`src/rtl/kd_tree_pkg.sv`:
```
// Shared types, widths and level-parity helpers for the kd-tree clustering datapath.
package kd_tree_pkg;

    localparam int pkg_dim        = 3;
    localparam int pkg_data_range = 255;
    localparam int pkg_max_n      = 1000;
    localparam int pkg_max_depth  = 4;

    localparam int dim_size     = $clog2(pkg_dim + 1);
    localparam int center_size  = $clog2(pkg_data_range + 1);
    localparam int counter_size = $clog2(pkg_max_n);
    localparam int depth_size   = $clog2(pkg_max_depth);
    localparam int axis_size    = $clog2(pkg_dim);

    typedef enum logic [2:0] {
        IDLE,
        SORT_EVEN,
        SORT_ODD,
        PROPAGATE,
        DRAIN,
        DONE
    } kd_ctrl_state_t;

    // The leaf depth has no children to swap with, so it never takes part in a sort pass.
    function automatic logic [31:0] even_level_mask(input int depth);
        logic [31:0] m;
        for (int d = 0; d < 32; d++) m[d] = (d < depth - 1) && (d % 2 == 0);
        return m;
    endfunction

    function automatic logic [31:0] odd_level_mask(input int depth);
        logic [31:0] m;
        for (int d = 0; d < 32; d++) m[d] = (d < depth - 1) && (d % 2 == 1);
        return m;
    endfunction

endpackage

```
`src/rtl/kd_level_pipe.sv`:
```
// Per-level valid shift register tracking points as they descend the kd-tree.
module kd_level_pipe
    import kd_tree_pkg::*;
#(
    parameter int max_depth = 4
) (
    input  logic                 clk,
    input  logic                 rst,
    input  logic                 shift_in,
    output logic [max_depth-1:0] lv,
    output logic                 empty_next
);

    always_ff @(posedge clk) begin
        if (rst) lv <= '0;
        else     lv <= {lv[max_depth-2:0], shift_in};
    end

    // True when the tree will hold no point after this edge, letting DRAIN leave one cycle early.
    assign empty_next = !shift_in && (lv[max_depth-2:0] == '0);

endmodule

```
`src/rtl/kd_sort_controller.sv`:
```
// Sort/propagate sequencer for the kd-tree node array.
// Optional pass-limit watchdog enabled by defining KD_CTRL_TIMEOUT_EN.
module kd_sort_controller
    import kd_tree_pkg::*;
#(
    parameter int dim        = 3,
    parameter int data_range = 255,
    parameter int max_n      = 1000,
    parameter int max_depth  = 4,
    parameter int max_passes = 16
) (
    input  logic                     clk,
    input  logic                     rst,
    input  logic                     start,
    input  logic [$clog2(max_n)-1:0] n_points,
    input  logic [max_depth-1:0]     node_switch,
    input  logic                     point_valid,
    output logic                     point_ready,
    output logic                     sorting,
    output logic [max_depth-1:0]     level_en,
    output logic                     receive_point,
    output logic [max_depth-1:0]     next_level,
    output logic                     inc,
    output logic                     busy,
    output logic                     sort_done,
    output logic                     done,
    output logic                     error
);

    localparam int cnt_w = $clog2(max_n);
    localparam logic [max_depth-1:0] even_mask = max_depth'(even_level_mask(max_depth));
    localparam logic [max_depth-1:0] odd_mask  = max_depth'(odd_level_mask(max_depth));

    kd_ctrl_state_t state, state_next;
    logic [cnt_w-1:0] n_cap, accepted;
    logic [1:0] quiet, quiet_next;
    logic any_sw, handshake, empty_next, timeout;
    logic [max_depth-1:0] lv;

`ifdef KD_CTRL_TIMEOUT_EN
    localparam int pass_size = $clog2(max_passes) + 1;
    logic [pass_size-1:0] pass_cnt;
`endif

    always_comb begin
        state_next  = state;
        quiet_next  = quiet;
        level_en    = '0;
        sorting     = 1'b0;
        point_ready = 1'b0;
        done        = 1'b0;
        any_sw      = 1'b0;
        timeout     = 1'b0;
        case (state)
            IDLE: if (start) state_next = SORT_EVEN;
            SORT_EVEN, SORT_ODD: begin
                sorting    = 1'b1;
                level_en   = (state == SORT_EVEN) ? even_mask : odd_mask;
                any_sw     = |(node_switch & level_en);
                quiet_next = any_sw ? 2'd0 : ((quiet == 2'd2) ? 2'd2 : quiet + 2'd1);
                if (quiet_next == 2'd2) state_next = PROPAGATE;
`ifdef KD_CTRL_TIMEOUT_EN
                else if (pass_cnt == pass_size'(max_passes - 1)) begin
                    state_next = DONE;
                    timeout    = 1'b1;
                end
`endif
                else state_next = (state == SORT_EVEN) ? SORT_ODD : SORT_EVEN;
            end
            PROPAGATE: begin
                point_ready = (accepted < n_cap);
                if ((accepted == n_cap) || (point_valid && point_ready && (accepted + 1'b1 == n_cap)))
                    state_next = DRAIN;
            end
            DRAIN: if (empty_next) state_next = DONE;
            DONE: begin
                done       = 1'b1;
                state_next = IDLE;
            end
            default: state_next = IDLE;
        endcase
    end

    assign handshake     = point_valid && point_ready;
    assign receive_point = handshake;
    assign next_level    = lv;
    assign inc           = lv[max_depth-1];
    assign busy          = (state != IDLE);

    always_ff @(posedge clk) begin
        if (rst) begin
            state     <= IDLE;
            n_cap     <= '0;
            accepted  <= '0;
            quiet     <= '0;
            sort_done <= 1'b0;
        end else begin
            state <= state_next;
            quiet <= quiet_next;
            if (state == IDLE && start) begin
                n_cap    <= n_points;
                accepted <= '0;
                quiet    <= '0;
            end
            if (handshake) accepted <= accepted + 1'b1;
            if (state_next == PROPAGATE)  sort_done <= 1'b1;
            else if (state_next == IDLE)  sort_done <= 1'b0;
        end
    end

`ifdef KD_CTRL_TIMEOUT_EN
    // Error is sticky across DONE/IDLE so the sequencer can read it after the run ends.
    always_ff @(posedge clk) begin
        if (rst) begin
            pass_cnt <= '0;
            error    <= 1'b0;
        end else if (state == IDLE && start) begin
            pass_cnt <= '0;
            error    <= 1'b0;
        end else if (sorting) begin
            pass_cnt <= pass_cnt + 1'b1;
            if (timeout) error <= 1'b1;
        end
    end
`else
    assign error = 1'b0;
`endif

    kd_level_pipe #(.max_depth(max_depth)) u_level_pipe (
        .clk       (clk),
        .rst       (rst),
        .shift_in  (handshake),
        .lv        (lv),
        .empty_next(empty_next)
    );

endmodule

```
`config.mk`:
```
export PLATFORM = sky130hd
export DESIGN_NAME = kd_sort_controller
export DESIGN_NICKNAME = d
export VERILOG_FILES = /design/src/rtl/kd_tree_pkg.sv /design/src/rtl/kd_level_pipe.sv /design/src/rtl/kd_sort_controller.sv
export SDC_FILE = /design/constraint.sdc
export NUM_CORES = 1
export LEC_CHECK = 0
export ABC_AREA = 1
export CAP_MARGIN = 20
export CORE_MARGIN = 3
export CORE_UTILIZATION = 60
export DETAILED_ROUTE_END_ITERATION = 8
export DONT_BUFFER_PORTS = 1
export GPL_TIMING_DRIVEN = 0
export PLACE_DENSITY = 0.73
export SYNTH_ARGS = -nofsm -noshare
export SYNTH_HDL_FRONTEND = slang
export SYNTH_SLANG_ARGS = --single-unit
```
`constraint.sdc`:
```
create_clock -name clk -period 2.1 [get_ports clk]
set_clock_uncertainty 0.1 [all_clocks]
set_input_delay 0.42 -clock clk [delete_from_list [all_inputs] [get_ports clk]]
set_output_delay 0.42 -clock clk [all_outputs]
set_load 0.05 [all_outputs]
```
# Word level (Yosys, flattened, before mapping)
# Cells that the tools add are included.
[word_totals]
mem_bits_ro = 0
input_bits = 18
latchBits = 0
register_bits = 30
ramBits = 0
n_memories = 0
[op_classes]
mux = 17
n_eq_ne = 10
bitwise_logic = 1
multipliers = 0
div_mod_pow = 0
order_cmp = 1
add_sub_neg = 2
n_shift = 0
n_reduce_logical = 16
[ops]
columns = ["op", "n"]
rows = [
  ["equality test 10 bit", 2],
  ["two-way mux 10 bit", 2],
  ["two-way mux 3 bit", 5],
  ["one-hot mux 3 bit (4 select lines)", 1],
  ["adder 10 x 1 -> 10 bit (second input constant)", 1],
  ["less-than comparator 10 bit", 1],
  ["equality test 3 x 2 -> 1 bit (second input constant)", 3],
  ["logical NOT 3 bit", 3],
  ["two-way mux 2 bit", 4],
  ["equality test 3 bit (second input constant)", 2],
  ["logical AND 1 bit", 5],
  ["two-way mux 1 bit", 5],
  ["bitwise AND 4 x 3 -> 4 bit", 1],
  ["equality test 2 bit (second input constant)", 2],
  ["nonzero test 2 bit", 2],
  ["OR reduction 2 bit", 2],
  ["OR reduction 4 bit", 1],
  ["equality test 3 x 1 -> 1 bit (second input constant)", 1],
  ["nonzero test 3 bit", 1],
  ["adder 2 x 1 -> 2 bit (second input constant)", 1],
  ["logical NOT 1 bit", 1],
  ["logical OR 1 bit", 1],
]

# Logic depth before layout (Yosys ltp)
# Gate-level depths: netlist of run 1.
[depth]
depth_word = 11
ltp_mapped = 15
depth_no_buf = 15

# Hierarchy
# Synthesis of run 1 repeated with hierarchy kept, for this count alone.
[unflattened]
cells_unflattened = 292
area_unflattened_um2 = 1908.1
[modules_own_cells]
columns = ["module", "seq_area_each_um2", "instances", "cells_per_inst", "area_each_um2"]
rows = [
  ["kd_sort_controller", 520.5, 1, 277, 1786.7],
  ["kd_level_pipe", 80.1, 1, 15, 121.4],
]

# Worst setup path before layout of run 1
# OpenSTA, ideal clock, no wires.
[synth_path]
path_type = "flip-flop to output port"
from = "reg state[1]"
to = "out sorting"
slack_ns = -0.844
n_path_buf = 1
arrival_time_ns = 2.424
path_stages_with_launch = 5
path_cell_list = "dfxtp_1 -> inv_1 -> nor3_1 -> or2_2 -> clkbuf_1"
[synth_between]
elab_chain_cells = 3
[synth_rtl]
columns = ["item", "line_no", "source"]
rows = [
  ["start, declared", "kd_sort_controller.sv:34", "kd_ctrl_state_t state, state_next;"],
  ["start signal, assigned", "kd_sort_controller.sv:98", "state <= state_next;"],
  ["equality test 3 x 1 -> 1 bit or equality test 3 x 2 -> 1 bit (tied branches)", "kd_sort_controller.sv:54", "case (state)"],
  ["OR reduction 2 bit *", "kd_sort_controller.sv:54", ""],
  ["two-way mux 1 bit *", "kd_sort_controller.sv:54", ""],
  ["end, declared", "kd_sort_controller.sv:19", "output logic sorting,"],
]
# Every way passes the cells marked *; elsewhere a longest branch is shown, timed or not.

# Worst setup path in the final report of run 1
[layout_path]
from = "reg n_cap[6]"
to = "out receive_point"
[layout_between]
elab_chain_cells = 3
[layout_rtl]
columns = ["item", "line_no", "source"]
rows = [
  ["start, declared", "kd_sort_controller.sv:35", "logic [cnt_w-1:0] n_cap, accepted;"],
  ["start signal, assigned", "kd_sort_controller.sv:101", "n_cap <= n_points;"],
  ["less-than comparator 10 bit", "kd_sort_controller.sv:71", "point_ready = (accepted < n_cap);"],
  ["two-way mux 1 bit", "kd_sort_controller.sv:54", ""],
  ["named net point_ready", "kd_sort_controller.sv:18", "output logic point_ready,"],
  ["logical AND 1 bit", "kd_sort_controller.sv:84", "assign handshake = point_valid && point_ready;"],
  ["end, declared", "kd_sort_controller.sv:21", "output logic receive_point,"],
]
# The timed path passes the listed nets, and every way through them passes these cells.

==> results of run 1 <==
==> per-layer routing <==
metal | wire [um] | vias to the layer above | global-route usage [%]
met5 | 0 | - | 0
met4 | 156 | 0 | 11.2
met3 | 398 | 22 | 9.01
met2 | 2550 | 75 | 46.5
met1 | 2020 | 853 | 34.3
li1 | - | 936 | -
==> through the flow <==
step	power [uW]	utilization [%]
global placement	934	70.7
global route	1760	85.7
CTS	1640	81.4
finish	1690	85.7
floorplan	888	-
detailed placement	944	71.0
==> repair_timing <==
action,in CTS,in global routing
buffers inserted,11,7
endpoints found under the setup margin,17,17
endpoints found under the hold margin,0,0
pin swaps,13,19
gates resized for setup,38,25
==> final timing paths <==
path | endpoint | from | cells after the start
setup / recovery | receive_point | n_cap[6] | 10
hold / removal | accepted[2] | rst | 1
setup reg to reg | accepted[0] | n_cap[6] | 12
hold reg to reg | accepted[0] | accepted[0] | 1
==> critical path, cell delays in order, from the launching register on <==
cell	delay, ns
dfxtp_2	0.38
inv_4	0.05
ha_4	0.27
nand2_4	0.05
nor2_4	0.13
a21boi_2	0.18
nor2_2	0.07
nand2_2	0.09
clkinvlp_4	0.27
nand2_4	0.18
clkinvlp_4	0.33
==> registers in the layout (all words and copies together), names as in the netlist <==
signal and cells:
state 3, n_cap 10, accepted 10, quiet 2, sort_done 1, u_level_pipe.lv 4
==> area by class of cell <==
class	count	area (um^2)
timing repair buffer	17	128
buffer	9	73.8
fill	172	409
tap	31	38.8
clock buffer	6	51.3
multi-input combinational	195	1260
sequential	30	637
inverter	47	199
clock inverter	2	60.1
==> placed cells by master (no fill, tap or decap), types with 9 or more instances in the layout <==
| cell | instances |
|---|---|
| nor2_1 | 12 |
| dfxtp_2 | 17 |
| dfxtp_1 | 9 |
| o21ai_0 | 13 |
| inv_1 | 29 |
| buf_4 | 20 |
| nand2_1 | 62 |
| a21oi_1 | 23 |
| inv_2 | 13 |
| nand3_1 | 18 |
==> power breakdown <==
group	internal (uW)	total, uW	switching [uW]
clock network	403	626	223
registers	599	627	28.1
logic	173	438	265
total	1180	1690	516
==> cells by family (layout without fill, tap and decap cells) <==
kind of cell / after synthesis / count (layout) / share of synthesized area [%]
compound gates: 49 / 49 / 14.0
xor+xnor: 1 / 1 / 0.880
fa+ha+maj: 12 / 12 / 8.12
buf+inv: 56 / 81 / 12.2
flops: 30 / 30 / 32.5
other cells: 1 / 2 / 0.203
simple gates: 131 / 131 / 32.1
==> summary.md, run 1 <==
| Metric | Value |
|---|---|
| Worst slack, placed | `-0.491 ns` |
| CP Class | `register to output port` |
| CTS Hold Buffers Added | `0` |
| Largest net degree at the start of global routing | `11` |
| Dpl cells | `between 300 and 400` |
| Mean Syn Cell Area | `approximately 6.6 um^2` |
| RSZ-0062 raised after global routing | `true` |
| Hold Path Class | `input port to register` |
| Fin area | `about 0.0024 mm^2` |
| Clock transition at path regs | `0.10 ns` |
| Fin crit period | `a little under 3 ns` |
| CP Launch Type | `register` |
| LEAKAGE | `roughly 0.001 uW` |
| Total of max-cap violations | `0` |
| CTS sink count | `30` |
| Slew margin rel. | `between 40% and 50%` |
| Max Freq | `approximately 350 MHz` |
| Post-synth cell types | `32` |
| Worst Path Arrival | `2.37 ns` |
| Worst-skew pair later-pin latency | `0.35 ns` |
| Chip Width | `between 60 and 70 um` |
| Number of routed nets with antenna violations | `0` |
| Post-route setup slack | `-0.789 ns` |
| # rows | `19` |
| Vias | `1886` |
| Max-slew violations | `0` |
| First-pass GRT wire length | `roughly 7700 um` |
| Detailed Route WL | `about 5100 um` |
| Area of placed instances | `between 0.002 and 0.0025 mm^2` |
| Min Hold Slack | `approximately 0.016 ns` |
| Gr usage total | `28.3%` |
| Top cells by area, synth | `dfxtp_1 32%, nand2_1 14%, inv_1 8.9%, ha_1 8.1%, a21oi_1 6.8%` |
| Worst Max-Slew Pin Slew | `around 0.79 ns` |
| Worst R2R Setup Slack | `-0.49 ns` |
| DR pass1 iterations | `4` |
| Vias in the first global route | `1737` |
| Ys async rst share | `0%` |
| Period utilization | `138%` |
| Post-synth top cells | `70 x nand2_1, 44 x inv_1, 30 x dfxtp_1` |
| Synth warn | `0` |
| Layout area overhead | `32.1%` |
| Inserted Clock Buffers | `5` |
| CTS tree | `done` |
| Post-Syn Area | `0.00185 mm^2` |
| Port bufs | `0` |
| Post-DP HPWL | `about 3400 um` |
| Setup violations, final | `16` |
| Post-synth top area share | `32.5%` |
| Sequential-to-total area share from yosys stat | `32.5%` |
| Initial antenna violation count | `0` |
| Worst path required time | `around 1.6 ns` |
| Post-synth top area cell | `dfxtp_1` |
| Seq cells post-synth | `30` |
| Die area | `roughly 0.0038 mm^2` |
| Grt ovf | `0` |
| Antenna cells | `0` |
| CP Max Fanout | `7` |
| Share of cells above drive strength 1 | `between 30% and 40%` |
| Nets | `between 300 and 400` |
| Clk buf depth | `2` |
| Synth Flop Type | `dfxtp_1` |
| DRC | `0` |
| H-tree depth | `2` |
| Most common cell in the netlist | `nand2_1` |
| I/O pin count | `34` |
| Gpl congestion | `between 0.8 and 0.9` |
| PD cells | `692 mW/mm^2` |
| Worst setup EP type | `output port` |
| Post-route insts no fill | `337` |
| DR vias/cell | `about 5.6` |
| Core area | `0.00285 mm^2` |
| Clk root buf | `clkbuf_4` |
| Status | `finished with violations` |
| Max IR drop VDD | `~0.66 mV` |
| Final hold vios | `0` |
| Initial Util | `between 60% and 70%` |
| Failing checks | `negative setup slack` |
| Iter 0 DRT Violations | `161` |
| Die height | `between 60 and 70 um` |
| EDFF count, synth | `0` |
| Avg WL per Cell | `~15 um` |
| Setup tns final | `-4.84 ns` |
| Post-synthesis cell count | `280` |
Power figures use the tool's default switching activity.
==> run 2, diff against run 1 <==
- CORE_UTILIZATION: 60 -> 63
- PLACE_DENSITY: 0.73 -> 0.76
==> summary.md, run 2 (same netlist as run 1, synthesis figures left out) <==
| Metric | Value |
|---|---|
| Status | `finished with violations` |
| Failing checks | `negative setup slack` |
| Clk root buf | `clkbuf_4` |
| Vias | `roughly 1900` |
| Largest net degree at the start of global routing | `11` |
| DR vias/cell | `5.71` |
| Nets | `336` |
| CP Launch Type | `register` |
| Layout area overhead | `27.3%` |
| Iter 0 DRT Violations | `151` |
| Filler cells | `roughly 170` |
| Gr usage total | `between 20 and 30%` |
| H-tree depth | `2` |
| Regs by FF count | `accepted (10), n_cap (10), u_level_pipe.lv (4)` |
| I/O pin count | `34` |
| Total of max-cap violations | `0` |
| Detailed Route WL | `5570 um` |
| Period utilization | `138%` |
| Grt ovf | `0` |
| Die area | `around 0.0036 mm^2` |
| PD cells | `592 mW/mm^2` |
| First-pass GRT wire length | `7530 um` |
| Chip Width | `60.2 um` |
| Core area | `~0.0028 mm^2` |
| LEAKAGE | `roughly 0.0010 uW` |
| CTS sink count | `30` |
| Number of routed nets with antenna violations | `0` |
| Fin crit period | `~2.9 ns` |
| Initial Util | `between 60% and 70%` |
| Worst-skew pair later-pin latency | `approximately 0.35 ns` |
| Final core occ | `between 80% and 90%` |
| Worst Path Arrival | `between 2 and 2.5 ns` |
| Post-DP HPWL | `3420 um` |
| # rows | `19` |
| CP Class | `register to output port` |
| Max-slew violations | `0` |
| Post-route setup slack | `-0.808 ns` |
| Worst path required time | `1.58 ns` |
| CP Max Fanout | `7` |
| Crit-path cells | `inv_2 -> ha_4 -> nand2_1 -> nor2_2 -> nand3_1 -> nand2_1 -> nor2_2 -> nand2_2 -> clkinvlp_4 -> nand2_4 -> clkinvlp_4` |
| CP bufs+invs | `3` |
| DRC | `0` |
| CP peak stage delay | `approximately 0.35 ns` |
| RSZ-0062 raised after global routing | `true` |
| Worst setup EP type | `output port` |
| Share of cells above drive strength 1 | `between 30 and 40%` |
| Most frequent cells in the layout | `62 x nand2_1, 29 x inv_1, 22 x a21oi_1` |
| Initial antenna violation count | `0` |
| CP max-delay cell | `dfxtp_1` |
| Gpl congestion | `0.871` |
| Reg-to-reg startpoint | `n_cap[3]` |
| Final hold vios | `0` |
| Avg WL per Cell | `16.5 um` |
| Inserted Clock Buffers | `5` |
| Die height | `roughly 60 um` |
| Largest delay share family, worst path | `simple AND/OR/NAND/NOR gates` |
| DR pass1 iterations | `4` |
| Antenna cells | `0` |
| Clock transition at path regs | `0.10 ns` |
| Vias in the first global route | `between 1500 and 2000` |
| Worst Max-Slew Pin Slew | `roughly 0.78 ns` |
| Hold Path Class | `input port to register` |
| CTS tree | `done` |
| Max Freq | `about 340 MHz` |
| Port bufs | `0` |
| HP Start | `rst` |
| Worst Setup SP | `n_cap[3]` |
| Commonest non-fill, non-tap cell in the layout | `nand2_1` |
| CTS Hold Buffers Added | `0` |
| Setup tns final | `-5.61 ns` |
| Setup violations, final | `16` |
| Max IR drop VDD | `about 0.77 mV` |
| Slew margin rel. | `between 40% and 50%` |
| Clk buf depth | `2` |
run 2: what timing repair did:
item | 4_1_cts | 5_1_grt
resized for setup | 33 | 25
pin swaps | 13 | 10
gates cloned | 0 | 0
endpoints found under the setup margin | 16 | 19
setup buffers | 11 | 6
run 2: per-stage QoR:
step / hold slack, ns / instance area, um^2 / setup WS (ns) / instances / power [uW]
final: 0.0185 / 2350 / -0.808 / 337 / 1390
after global routing: -0.000973 / 2350 / -0.942 / 337 / 1450
after CTS: 0.0167 / 2240 / -0.707 / 331 / 1340
after detailed placement: 0.341 / 2020 / -0.472 / 313 / 941
after global placement: 0.341 / 2020 / -0.446 / 312 / 933
after floorplan: 0.327 / 1980 / -0.224 / 281 / 888
run 2: where the power goes:
| group | internal (uW) | switching (uW) |
|---|---|---|
| Sequential | 600 | 26.6 |
| Clock | 120 | 218 |
| Combinational | 164 | 265 |
run 2: worst paths after layout:
check                        to  slack [ns]  cells past startpoint
hold reg to reg        n_cap[0]        0.36                      2
setup / recovery  receive_point       -0.81                     11
hold / removal      accepted[2]        0.02                      1
setup reg to reg    accepted[0]       -0.47                     13
run 2: cell type report:
type / instances / area [um^2] / area share [%]
clock inverters: 2 / 10.0 / 0.425
well taps: 31 / 38.8 / 1.65
multi-input cells: 195 / 1230 / 52.2
clock buffers: 5 / 37.5 / 1.59
repair buffers: 18 / 139 / 5.90
flip-flops and latches: 30 / 634 / 26.9
plain buffers: 9 / 73.8 / 3.13
inverters: 47 / 191 / 8.13
run 2: per-layer routing:
metal / global-route usage, % / up-vias / routed length (um)
met5: 0 / - / 0
li1: - / 941 / -
met4: 8.54 / 0 / 127
met2: 47.7 / 81 / 2820
met1: 35.2 / 883 / 2180
met3: 7.56 / 18 / 444
run 2: worst reg2reg max path, cell delays in order (launching register included):
cell and delay (ns):
dfxtp_1 0.35, inv_2 0.07, ha_4 0.27, nand2_1 0.07, nor2_2 0.14, nand3_1 0.09, nand2_1 0.08, nor2_2 0.06
nand2_2 0.08, clkinvlp_4 0.28, nand2_4 0.20, clkinvlp_4 0.35, o21ai_2 0.25, a21oi_1 0.07
==> run 3, diff against run 2 <==
- CAP_MARGIN: 20 -> 10
- REMOVE_ABC_BUFFERS: unset -> 1
==> summary.md, run 3 (same netlist as run 1, synthesis figures left out) <==
| Metric | Value |
|---|---|
| RSZ-0062 raised after global routing | `true` |
| Commonest non-fill, non-tap cell in the layout | `nand2_1` |
| Initial antenna violation count | `0` |
| Met2 routed WL | `2240 um` |
| Worst setup EP type | `output port` |
| Most frequent cells in the layout | `60 x nand2_1, 30 x inv_1, 21 x a21oi_1` |
| Number of routed nets with antenna violations | `0` |
| Max Freq | `around 350 MHz` |
| Regs by FF count | `accepted (10), n_cap (10), u_level_pipe.lv (4)` |
| Core area | `~0.0028 mm^2` |
| Final hold vios | `0` |
| I/O pin count | `34` |
| CTS tree | `done` |
| Final Power | `1320 uW` |
| Slew margin rel. | `roughly 20%` |
| Worst Max-Slew Pin Slew | `~1.2 ns` |
| Met1 wire length | `between 1500 and 2000 um` |
| Worst R2R Setup Slack | `-0.46 ns` |
| Detailed Route WL | `between 4000 and 5000 um` |
| DR vias/cell | `5.48` |
| Avg WL per Cell | `between 10 and 15 um` |
| CTS Hold Buffers Added | `0` |
| Share of cells above drive strength 1 | `37.2%` |
| Reg-to-reg startpoint | `n_cap[7]` |
| Vias | `1792` |
| DR pass1 iterations | `4` |
| Nets | `between 300 and 400` |
| Antenna cells | `0` |
| CTS sink count | `30` |
| # rows | `19` |
| DR top layer | `met4` |
| Chip Width | `approximately 60 um` |
| CP Launch Type | `register` |
| LEAKAGE | `0.000959 uW` |
| Port bufs | `0` |
| Failing checks | `negative setup slack` |
| Worst path required time | `between 1.5 and 2 ns` |
| Hold Path Class | `input port to register` |
| Final core occ | `around 82%` |
| Iter 0 DRT Violations | `80` |
| Post-route insts no fill | `approximately 330` |
| H-tree depth | `2` |
| Layout area overhead | `23.3%` |
| Post-route setup slack | `-0.725 ns` |
| Status | `finished with violations` |
| Largest net degree at the start of global routing | `24` |
| Worst-skew pair later-pin latency | `0.33 ns` |
| Clk buf depth | `2` |
| Max IR drop VDD | `0.724 mV` |
| Worst slack, placed | `-0.805 ns` |
| DRC | `0` |
| Fin crit period | `2.83 ns` |
| Die height | `about 60 um` |
| Met3 routed WL | `235 um` |
| Period utilization | `135%` |
| First-pass GRT wire length | `6970 um` |
| Max-slew violations | `0` |
| Gr usage total | `between 20% and 30%` |
| Inserted Clock Buffers | `5` |
| Total of max-cap violations | `0` |
| Post-DP HPWL | `~2800 um` |
| Setup violations, final | `20` |
| CP Class | `register to output port` |
| Area of placed instances | `between 0.0015 and 0.002 mm^2` |
| Vias in the first global route | `about 1600` |
| CP Max Fanout | `7` |
| Clock transition at path regs | `0.09 ns` |
| Worst Path Arrival | `2.31 ns` |
| Fin area | `0.00228 mm^2` |
| PD cells | `approximately 580 mW/mm^2` |
| Clk root buf | `clkbuf_4` |
| Die area | `about 0.0036 mm^2` |
| Worst Setup SP | `n_cap[7]` |
| Initial Util | `66.5%` |
| Grt ovf | `0` |
| Filler cells | `about 200` |
| Gpl congestion | `just under 0.9` |
| Dpl cells | `just over 300` |
| HP Start | `rst` |
## run 3: cell count changes in the layout (fill, tap and decap cells not counted), moves of 2 or more
cell / change
nand2_1: -2
clkbuf_1: -3
buf_4: -4
nand2_2: +2
## run 3: area by class of cell
type	count	area, um^2	area share, %
Multi-Input combinational cell	195	1240	54.3
Sequential cell	30	632	27.7
Inverter	47	191	8.40
Timing Repair Buffer	17	131	5.76
Tap cell	31	38.8	1.70
Clock buffer	5	37.5	1.65
Clock inverter	2	10.0	0.439
## run 3: worst paths after layout
| path | end | depth (start not counted) |
|---|---|---|
| setup / recovery | receive_point | 10 |
| hold / removal | accepted[8] | 1 |
| setup reg to reg | accepted[0] | 12 |
| hold reg to reg | n_cap[0] | 2 |
## run 3: timing repair
action                     4_1_cts  5_1_grt
resized for setup               67       21
pin swaps                       26       15
setup endpoints to repair       22       31
setup buffers                   13        6
## run 3: per-stage QoR
step | hold WS [ns] | setup TNS (ns)
finish | 0.0349 | -5.49
detailed placement | 0.348 | -8.50
floorplan | 0.328 | -4.44
CTS | 0.0307 | -4.73
global route | 0.0188 | -7.69
global placement | 0.343 | -10.19
## run 3: critical path, cell delays in order (launching register included)
cell,delay [ns]
dfxtp_2,0.34
inv_2,0.05
ha_4,0.28
nand2_4,0.05
nor2_4,0.14
a21boi_4,0.19
nor2_2,0.07
nand2_2,0.08
clkinvlp_4,0.28
nand2_4,0.17
clkinvlp_4,0.35
## run 3: where the power goes
part | internal [uW] | switching, uW
combinational | 139 | 241
clock | 120 | 192
sequential | 601 | 26.6
total | 860 | 459
## run 3: layer usage
metal,track usage (%),vias up
met5,0,-
met4,12.0,0
met3,6.26,12
met2,44.4,44
met1,31.6,811
li1,-,925
